### src/rtl/alu_decode_pkg.sv
// Shared definitions for the decode-and-issue stage: opcodes, ALU control
// encodings, control-word field positions and the issue payload.
package alu_decode_pkg;

  localparam int unsigned XLEN   = 32;
  localparam int unsigned CTRL_W = 8;
  localparam int unsigned RD_W   = 5;

  localparam logic [6:0] OPC_OP     = 7'b0110011;
  localparam logic [6:0] OPC_OP_IMM = 7'b0010011;
  localparam logic [6:0] OPC_LUI    = 7'b0110111;
  localparam logic [6:0] OPC_AUIPC  = 7'b0010111;

  localparam logic [CTRL_W-1:0] CTRL_ADD  = 8'h00;
  localparam logic [CTRL_W-1:0] CTRL_SUB  = 8'h82;
  localparam logic [CTRL_W-1:0] CTRL_AND  = 8'h10;
  localparam logic [CTRL_W-1:0] CTRL_OR   = 8'h9A;
  localparam logic [CTRL_W-1:0] CTRL_XOR  = 8'h20;
  localparam logic [CTRL_W-1:0] CTRL_SLL  = 8'h41;
  localparam logic [CTRL_W-1:0] CTRL_SRL  = 8'h42;
  localparam logic [CTRL_W-1:0] CTRL_SRA  = 8'h43;
  localparam logic [CTRL_W-1:0] CTRL_SLT  = 8'h50;
  localparam logic [CTRL_W-1:0] CTRL_SLTU = 8'h51;

  localparam int unsigned CTRL_INV_RES = 7;
  localparam int unsigned CTRL_SEL_MSB = 6;
  localparam int unsigned CTRL_SEL_LSB = 4;
  localparam int unsigned CTRL_INV_B   = 3;
  localparam int unsigned CTRL_INV_A   = 1;

  typedef struct packed {
    logic [XLEN-1:0]   a;
    logic [XLEN-1:0]   b;
    logic [CTRL_W-1:0] ctrl;
    logic [RD_W-1:0]   rd;
    logic              rd_we;
    logic              illegal;
  } issue_t;

  localparam int unsigned ISSUE_W = $bits(issue_t);

  // Register-register ALU op from funct3; alt selects SUB / SRA variants.
  function automatic logic [CTRL_W-1:0] alu_ctrl(input logic [2:0] funct3,
                                                 input logic sub, input logic sra);
    logic [CTRL_W-1:0] c;
    case (funct3)
      3'b000:  c = sub ? CTRL_SUB : CTRL_ADD;
      3'b001:  c = CTRL_SLL;
      3'b010:  c = CTRL_SLT;
      3'b011:  c = CTRL_SLTU;
      3'b100:  c = CTRL_XOR;
      3'b101:  c = sra ? CTRL_SRA : CTRL_SRL;
      3'b110:  c = CTRL_OR;
      default: c = CTRL_AND;
    endcase
    return c;
  endfunction

endpackage

### src/rtl/alu_decode_skid_buf.sv
// Generic two-entry registered valid/ready buffer; main entry drives the
// output, skid entry absorbs one beat while the consumer stalls.
module skid_buf #(
  parameter int unsigned W = 8
) (
  input  logic         clk,
  input  logic         rst,
  input  logic         flush,
  input  logic         in_valid,
  output logic         in_ready,
  input  logic [W-1:0] in_data,
  output logic         out_valid,
  input  logic         out_ready,
  output logic [W-1:0] out_data
);

  logic         main_valid_q, main_valid_d;
  logic         skid_valid_q, skid_valid_d;
  logic         ready_q, ready_d;
  logic [W-1:0] main_q, main_d;
  logic [W-1:0] skid_q, skid_d;
  logic         accept, consume;

  assign accept    = in_valid && ready_q && !flush;
  assign consume   = main_valid_q && out_ready;
  assign in_ready  = ready_q;
  assign out_valid = main_valid_q;
  assign out_data  = main_q;

  always_comb begin
    main_valid_d = main_valid_q;
    skid_valid_d = skid_valid_q;
    main_d       = main_q;
    skid_d       = skid_q;
    if (flush) begin
      main_valid_d = 1'b0;
      skid_valid_d = 1'b0;
    end else begin
      if (consume) begin
        main_valid_d = skid_valid_q;
        main_d       = skid_q;
        skid_valid_d = 1'b0;
      end
      // New entry lands in main if main is free after this cycle, else in skid.
      if (accept) begin
        if (!main_valid_d) begin
          main_valid_d = 1'b1;
          main_d       = in_data;
        end else begin
          skid_valid_d = 1'b1;
          skid_d       = in_data;
        end
      end
    end
    ready_d = !skid_valid_d;
  end

  always_ff @(posedge clk or posedge rst) begin
    if (rst) begin
      main_valid_q <= 1'b0;
      skid_valid_q <= 1'b0;
      ready_q      <= 1'b1;
      main_q       <= '0;
      skid_q       <= '0;
    end else begin
      main_valid_q <= main_valid_d;
      skid_valid_q <= skid_valid_d;
      ready_q      <= ready_d;
      main_q       <= main_d;
      skid_q       <= skid_d;
    end
  end

endmodule

### src/rtl/alu_decode.sv
// Decode-and-issue stage in front of the ALU: RV32I decode to operands and
// control word, issued through a registered two-entry skid buffer.
module alu_decode
  import alu_decode_pkg::*;
(
  input  logic              clk,
  input  logic              rst,
  input  logic              flush,
  input  logic              in_valid,
  output logic              in_ready,
  input  logic [XLEN-1:0]   in_instr,
  input  logic [XLEN-1:0]   in_pc,
  input  logic [XLEN-1:0]   in_rs1,
  input  logic [XLEN-1:0]   in_rs2,
  output logic              out_valid,
  input  logic              out_ready,
  output logic [XLEN-1:0]   out_a,
  output logic [XLEN-1:0]   out_b,
  output logic [CTRL_W-1:0] out_ctrl,
  output logic [RD_W-1:0]   out_rd,
  output logic              out_rd_we,
  output logic              out_illegal
);

  logic [6:0]      opcode;
  logic [2:0]      funct3;
  logic [6:0]      funct7;
  logic [RD_W-1:0] rd;
  logic            f7_legal;
  logic            is_shift;
  issue_t          dec;
  issue_t          issued;

  assign opcode   = in_instr[6:0];
  assign rd       = in_instr[11:7];
  assign funct3   = in_instr[14:12];
  assign funct7   = in_instr[31:25];
  assign is_shift = (funct3 == 3'b001) || (funct3 == 3'b101);
  // funct7 0x20 is only meaningful for the SUB and SRA/SRAI slots.
  assign f7_legal = (funct7 == 7'h00) ||
                    ((funct7 == 7'h20) && ((funct3 == 3'b000) || (funct3 == 3'b101)));

  always_comb begin
    dec         = '0;
    dec.rd      = rd;
    dec.illegal = 1'b1;
    case (opcode)
      OPC_OP: begin
        if (f7_legal) begin
          dec.a       = in_rs1;
          dec.b       = in_rs2;
          dec.ctrl    = alu_ctrl(funct3, funct7[5], funct7[5]);
          dec.illegal = 1'b0;
        end
      end
      OPC_OP_IMM: begin
        if (!is_shift || (f7_legal && (funct3 == 3'b101 || funct7 == 7'h00))) begin
          dec.a       = in_rs1;
          dec.b       = is_shift ? XLEN'({27'b0, in_instr[24:20]})
                                 : {{20{in_instr[31]}}, in_instr[31:20]};
          dec.ctrl    = alu_ctrl(funct3, 1'b0, funct7[5]);
          dec.illegal = 1'b0;
        end
      end
      OPC_LUI: begin
        dec.b       = {in_instr[31:12], 12'b0};
        dec.ctrl    = CTRL_ADD;
        dec.illegal = 1'b0;
      end
      OPC_AUIPC: begin
        dec.a       = in_pc;
        dec.b       = {in_instr[31:12], 12'b0};
        dec.ctrl    = CTRL_ADD;
        dec.illegal = 1'b0;
      end
      default: ;
    endcase
    dec.rd_we = !dec.illegal && (rd != 5'd0);
  end

  skid_buf #(.W(ISSUE_W)) u_skid (
    .clk       (clk),
    .rst       (rst),
    .flush     (flush),
    .in_valid  (in_valid),
    .in_ready  (in_ready),
    .in_data   (dec),
    .out_valid (out_valid),
    .out_ready (out_ready),
    .out_data  (issued)
  );

  assign out_a       = issued.a;
  assign out_b       = issued.b;
  assign out_ctrl    = issued.ctrl;
  assign out_rd      = issued.rd;
  assign out_rd_we   = issued.rd_we;
  assign out_illegal = issued.illegal;

endmodule
### config.mk
export PLATFORM = sky130hd
export DESIGN_NAME = alu_decode
export DESIGN_NICKNAME = d
export VERILOG_FILES = /design/src/rtl/alu_decode_pkg.sv /design/src/rtl/alu_decode_skid_buf.sv /design/src/rtl/alu_decode.sv
export SDC_FILE = /design/constraint.sdc
export NUM_CORES = 1
export LEC_CHECK = 0
export BUFFER_PORTS_ARGS = -buffer_cell sky130_fd_sc_hd__buf_2
export CORE_MARGIN = 1
export CORE_UTILIZATION = 35
export CTS_BUF_LIST = sky130_fd_sc_hd__clkbuf_8
export DETAILED_ROUTE_END_ITERATION = 12
export HOLD_SLACK_MARGIN = 0.12
export SLEW_MARGIN = 20
export SYNTH_ARGS = -nofsm -noshare
export SYNTH_HDL_FRONTEND = slang
export SYNTH_SLANG_ARGS = --single-unit
### constraint.sdc
create_clock -name clk -period 7.3 [get_ports clk]
set_input_delay 0.365 -clock clk [delete_from_list [all_inputs] [get_ports clk]]
set_output_delay 0.365 -clock clk [all_outputs]
set_load 0.02 [all_outputs]
# Yosys cells after proc, flatten, opt, wreduce, memory -nomap -nowiden
# Index checks and enable logic that the tools add are counted.
# Widths: inputs -> output; s select.
# word_totals
regBits	161
output_inout_bits	81
# classes
muxes	23
n_reduce_logical	20
n_bitwise	1
n_eq_ne	11
# ops
op	n
$mux 79	3
$mux 72	2
$pmux 40 s3	1
$pmux 8 s7	2
$pmux 32 s3	1
$mux 32	1
$eq 7x6->1 const B	3
$eq 7x5->1 const B	2
$mux 1	11
$eq 3x3->1 const B	3
$mux 8	1
$logic_not 7->1	1
$eq 3x2->1 const B	2
$logic_and 1x1->1	6
$logic_or 1x1->1	5
$reduce_bool 5->1	1
$logic_not 1->1	4
$eq 3x1->1 const B	1
$logic_not 3->1	1
$pmux 1 s3	1
$reduce_and 3->1	1
$reduce_or 2->1	1
$not 1->1	1

# Depth between registers and ports, before layout
# logic_depth
word_depth	12
ltp_mapped	8

# Hierarchy
# From an unflattened synthesis, not the netlist that was laid out.
# hier_totals
hier_cells	699
area_unflattened_um2	7901.3
# modules_own_cells
mod	n_inst	seq_area_each_um2	area_each_um2	cells_each
skid_buf	1	4030.1	6602.6	456
alu_decode	1	0.0	1298.7	243

# Least setup slack after synthesis
# No wires, ideal clock.
# synth_path
path_type	register to register
start	register u_skid.ready_q, in the netlist u_skid.in_ready
end	register u_skid.skid_q[15]
path_slack_ps	5447
arrival_time_ps	1716
period_less_slack_ps	1853
t_required_ps	7163
n_path_buf	3
stages_incl_launch_ff	7
setup_time_ps	137
path_cell_list	dfstp_2 nand2_1 and3b_1 buf_2 clkbuf_1 clkbuf_1 a21oi_1
# synth_between
elab_chain_len	3
# synth_rtl
element	line	text
from (decl)	alu_decode_skid_buf.sv:19	logic ready_q, ready_d;
from (signal assigned)	alu_decode_skid_buf.sv:68	ready_q <= ready_d;
$logic_and 1x1->1 (2 in series)	alu_decode_skid_buf.sv:24	assign accept = in_valid && ready_q && !flush;
$reduce_and 3->1 (no line)	--	
to (signal assigned)	alu_decode_skid_buf.sv:70	skid_q <= skid_d;
to (decl)	alu_decode_skid_buf.sv:21	logic [W-1:0] skid_q, skid_d;
# Every way passes these cells.
# A chain may end at the register's enable or synchronous reset.

# Worst setup path in the final report
# layout_path
start	register u_skid.main_valid_q, in the netlist u_skid.out_valid
end	register u_skid.main_q[16], in the netlist u_skid.out_data[16]
# layout_between
elab_chain_len	5
# layout_rtl
element	line	text
from (decl)	alu_decode_skid_buf.sv:17	logic main_valid_q, main_valid_d;
from (signal assigned)	alu_decode_skid_buf.sv:66	main_valid_q <= main_valid_d;
$logic_and 1x1->1	alu_decode_skid_buf.sv:25	assign consume = main_valid_q && out_ready;
$mux 1	alu_decode_skid_buf.sv:39	if (consume) begin
$mux 1	alu_decode_skid_buf.sv:35	if (flush) begin
$mux 79	alu_decode_skid_buf.sv:46	if (!main_valid_d) begin
$mux 79 (*)	alu_decode_skid_buf.sv:45	if (accept) begin
to (signal assigned)	alu_decode_skid_buf.sv:69	main_q <= main_d;
to (decl)	alu_decode_skid_buf.sv:20	logic [W-1:0] main_q, main_d;
# Mark *: on every way between the ends. The rest lies on a longest branch, timed or not. The select of a mux whose other input is x is not followed.

==> flow_summary.json <==
{
  "syn_area_per_cell_sq_um": 10.1,
  "routability_congestion_estimate": 0.830,
  "crit-reg2reg-capture": "u_skid.out_data[16]",
  "final_layout_size_suffix_gt1_frac": 0.299,
  "ys_dominant_reg_cell": "sky130_fd_sc_hd__dfrtp_1",
  "number_of_pins_exceeding_their_max_slew_limit_in_the_final_report": 0,
  "max-cap-violations": 0,
  "min_period_over_period": 0.374,
  "path_delay_family": "simple AND/OR/NAND/NOR gates",
  "power.ir.vdd_worst_uv": 109,
  "diodes_inserted": 0,
  "final_ant_viol_nets": 0,
  "synth_top_area_share": 0.556,
  "synth-edff-count": 0,
  "required_ns": 7.70,
  "timing_worst_setup_path_type": "reg -> reg",
  "max_stage_delay_ns": 0.75,
  "num_vias": 6335,
  "max-slew-margin-rel": 0.323,
  "clk_root_buffer_cell": "sky130_fd_sc_hd__clkbuf_8",
  "dr_drc_count": 0,
  "drt_pre_antenna_iters": 5,
  "vias_per_cell": 5.44,
  "initial_core_util": 0.363,
  "grtUsageTotal": 0.206,
  "number_of_antenna_violations_at_the_first_check_in_global_routing": 0,
  "crit_buf_inv": 1,
  "power.switching_uw": 567,
  "crit_fanout": 33,
  "wl_per_cell_um": 18.2,
  "floorplan.die.width_um": 145,
  "syn_to_final_growth_pct": 22.8,
  "setup_violation_total_in_the_final_timing_report": 0,
  "fin_setup_tns_ns": 0,
  "max_slew.worst_pin.slew_ns": 1.01,
  "status": "finished, final reports clean",
  "synth_cell_types": 46,
  "finClkSkew_ns": 0.00893,
  "regToRegSetupSlack_ns": 4.57,
  "pin_count": 214,
  "detailedPlace.worstSlack_ns": 4.60,
  "yosys_warnings": 0,
  "comb_power_share": 0.144,
  "timing.critical_path.arrival_ns": 3.14,
  "timing.critical_path.cells": "nor2b_1 > nand2_1 > nor2_4 > buf_4 > a22o_1 > a21o_1",
  "clock_tree.htree_level_count": 4,
  "async_flop_share": 1.00,
  "grt_setup_unrepaired": "no",
  "pwr_density_cell_nw_per_um2": 218,
  "crit_path_top_delay_cell": "sky130_fd_sc_hd__nor2_4",
  "syn_nets": 840,
  "cts.repair.resized": 0,
  "totalWireLength_um": 21200,
  "rr_worst_depth": 6,
  "power_switching_share": 0.296,
  "hpwlAfterDp_um": 14000,
  "vertical_die_dimension_um": 145,
  "cts_clock_pin_slew_for_the_worst_setup_and_hold_paths_ns": 0.09,
  "synth_top_cells_by_count": "159 x sky130_fd_sc_hd__dfrtp_1, 116 x sky130_fd_sc_hd__o21ai_0, 100 x sky130_fd_sc_hd__nand2_1",
  "crit-reg2reg-launch": "u_skid.out_valid",
  "internal_power_mw": 1.35,
  "clock_insertion_delay_at_the_later_pin_of_the_skew_report_ns": 0.46,
  "most_numerous_cell_in_the_yosys_netlist": "sky130_fd_sc_hd__dfrtp_1",
  "timing.hold.worst.class": "in -> reg",
  "critical_path_cell_count": 6,
  "postSynthRegisterBits": 160,
  "total_power_mw": 1.92,
  "timing.hold.worst.start": "in_instr[8]",
  "setup_buffers_after_cts": 0,
  "synth_sequential_area_ratio": 0.560,
  "fmax_mhz": 366,
  "buffer_ports.inserted": 213,
  "num_clock_sinks": 160,
  "launch_point_of_the_critical_path": "u_skid.out_valid",
  "finalCoreUtilization": 0.445,
  "synth_top_area_cell": "sky130_fd_sc_hd__dfrtp_1",
  "setup.worst_path.end_class": "flip-flop",
  "min_path_cells": 3,
  "sequential_group_share_of_total_power": 0.519,
  "cts_hold_buffers": 2,
  "critPathCapture": "u_skid.out_data[16]",
  "period_minus_slack_ns": 2.73,
  "grt_start_max_net_pins": 101,
  "synth.cell_area_sq_um": 7150,
  "final_hold_viol_count": 0,
  "initialDrtViolationCount": 461,
  "synthesis.instances": 707,
  "grt-ovfl-total": 0,
  "floorplan.core_area_sq_um": 19700,
  "cts_tree": "done",
  "global_route_wire_length_before_repair_um": 34100,
  "cts_max_path_buffers": 2,
  "grt_pass1_vias": 6079,
  "power.leakage_nw": 4.10,
  "numCtsBuffers": 17,
  "rows": 51,
  "crit_path_start_kind": "flip-flop",
  "post-route-worst-setup-slack_ns": 4.57,
  "final_net_count": 1019,
  "dieArea_sq_um": 21000,
  "synthTopCellsByArea": "sky130_fd_sc_hd__dfrtp_1 56%, sky130_fd_sc_hd__o21ai_0 8.1%, sky130_fd_sc_hd__a22oi_1 6.7%",
  "clkPwrFrac": 0.337
}
[through the flow]
step                cells  cell area (sq um)  hold WS [ns]
global placement     1129               8360         0.457
floorplan             707               7150         0.428
detailed placement   1129               8360         0.466
CTS                  1163               8770         0.124
finish               1164               8780         0.154
global route         1164               8780         0.144
[cell families (layout without fill, tap and decap cells)]
kind of cell	count (synthesis)	after routing	share of synthesized area
AOI/OAI and AO/OA	305	305	0.278
DFF	160	160	0.560
xor gates and xnor gates	1	1	0.00123
and+or+nand+nor	161	161	0.103
buffers and inverters	69	261	0.0416
muxes	11	11	0.0163
[routing by layer]
layer	up-vias	share of wire	GRT usage
li1	3019	-	-
met1	3105	0.46	0.289
met2	194	0.47	0.316
met3	17	0.060	0.0522
met4	0	0.011	0.0537
met5	-	0	0
[power by group through the flow]
stage | Combinational (mW) | Clock (mW) | Sequential, mW
final | 0.276 | 0.647 | 0.995
after global routing | 0.306 | 0.703 | 1.00
after CTS | 0.279 | 0.665 | 0.994
after detailed placement | 0.277 | 0 | 1.01
after global placement | 0.273 | 0 | 1.01
after floorplan | 0.132 | 0 | 1.04
[worst min-delay path by stage]
stage	to	slack, ns
4_1_cts	u_skid.skid_q[5]	0.12
3_3_place_gp	u_skid.skid_q[4]	0.46
6_report	u_skid.skid_q[3]	0.15
2_1_floorplan	u_skid.out_valid	0.43
3_5_place_dp	u_skid.skid_q[3]	0.47
5_1_grt	u_skid.skid_q[2]	0.14
[state kept, by name, summed over array words and instances (netlist names)]
name                 count
u_skid.in_ready          1
u_skid.skid_q           78
u_skid.skid_valid_q      1
u_skid.out_valid         1
u_skid.out_data         79
[placed cells by master, fill, tap and decap left out, types with 3 or more instances in the layout]
| master | instances |
|---|---|
| sky130_fd_sc_hd__a21o_1 | 5 |
| sky130_fd_sc_hd__a21oi_1 | 19 |
| sky130_fd_sc_hd__a221oi_1 | 15 |
| sky130_fd_sc_hd__a22o_1 | 4 |
| sky130_fd_sc_hd__a22oi_1 | 64 |
| sky130_fd_sc_hd__a31oi_1 | 24 |
| sky130_fd_sc_hd__a32oi_1 | 28 |
| sky130_fd_sc_hd__and2_1 | 3 |
| sky130_fd_sc_hd__and3_1 | 5 |
| sky130_fd_sc_hd__buf_2 | 213 |
| sky130_fd_sc_hd__buf_4 | 8 |
| sky130_fd_sc_hd__clkbuf_8 | 19 |
| sky130_fd_sc_hd__clkinv_4 | 4 |
| sky130_fd_sc_hd__dfrtp_1 | 159 |
| sky130_fd_sc_hd__dlygate4sd3_1 | 3 |
| sky130_fd_sc_hd__inv_1 | 5 |
| sky130_fd_sc_hd__inv_6 | 6 |
| sky130_fd_sc_hd__mux2_2 | 5 |
| sky130_fd_sc_hd__mux2i_1 | 6 |
| sky130_fd_sc_hd__nand2_1 | 100 |
| sky130_fd_sc_hd__nand2b_1 | 4 |
| sky130_fd_sc_hd__nand3_1 | 7 |
| sky130_fd_sc_hd__nand4_1 | 5 |
| sky130_fd_sc_hd__nor2_1 | 17 |
| sky130_fd_sc_hd__nor2b_1 | 6 |
| sky130_fd_sc_hd__nor3_1 | 3 |
| sky130_fd_sc_hd__o21ai_0 | 116 |
| sky130_fd_sc_hd__o21ai_1 | 5 |
| sky130_fd_sc_hd__o221ai_1 | 6 |
| sky130_fd_sc_hd__o22ai_1 | 8 |
[worst register-to-register path: stages, from the launching register on]
cell and delay, ns:
sky130_fd_sc_hd__dfrtp_1 0.50, sky130_fd_sc_hd__nor2b_1 0.24, sky130_fd_sc_hd__nand2_1 0.41, sky130_fd_sc_hd__nor2_4 0.76
sky130_fd_sc_hd__buf_4 0.50, sky130_fd_sc_hd__a22o_1 0.20, sky130_fd_sc_hd__a21o_1 0.08
[final cells by class]
type,instances,area [sq um]
clock inverters,13,128
flip-flops and latches,160,4010
well taps,265,332
fillers,1932,10900
multi-input cells,478,2870
inverters,5,23.8
repair buffers,224,1160
clock buffers,19,262
Note: power is estimated with default switching activity, not from simulation.
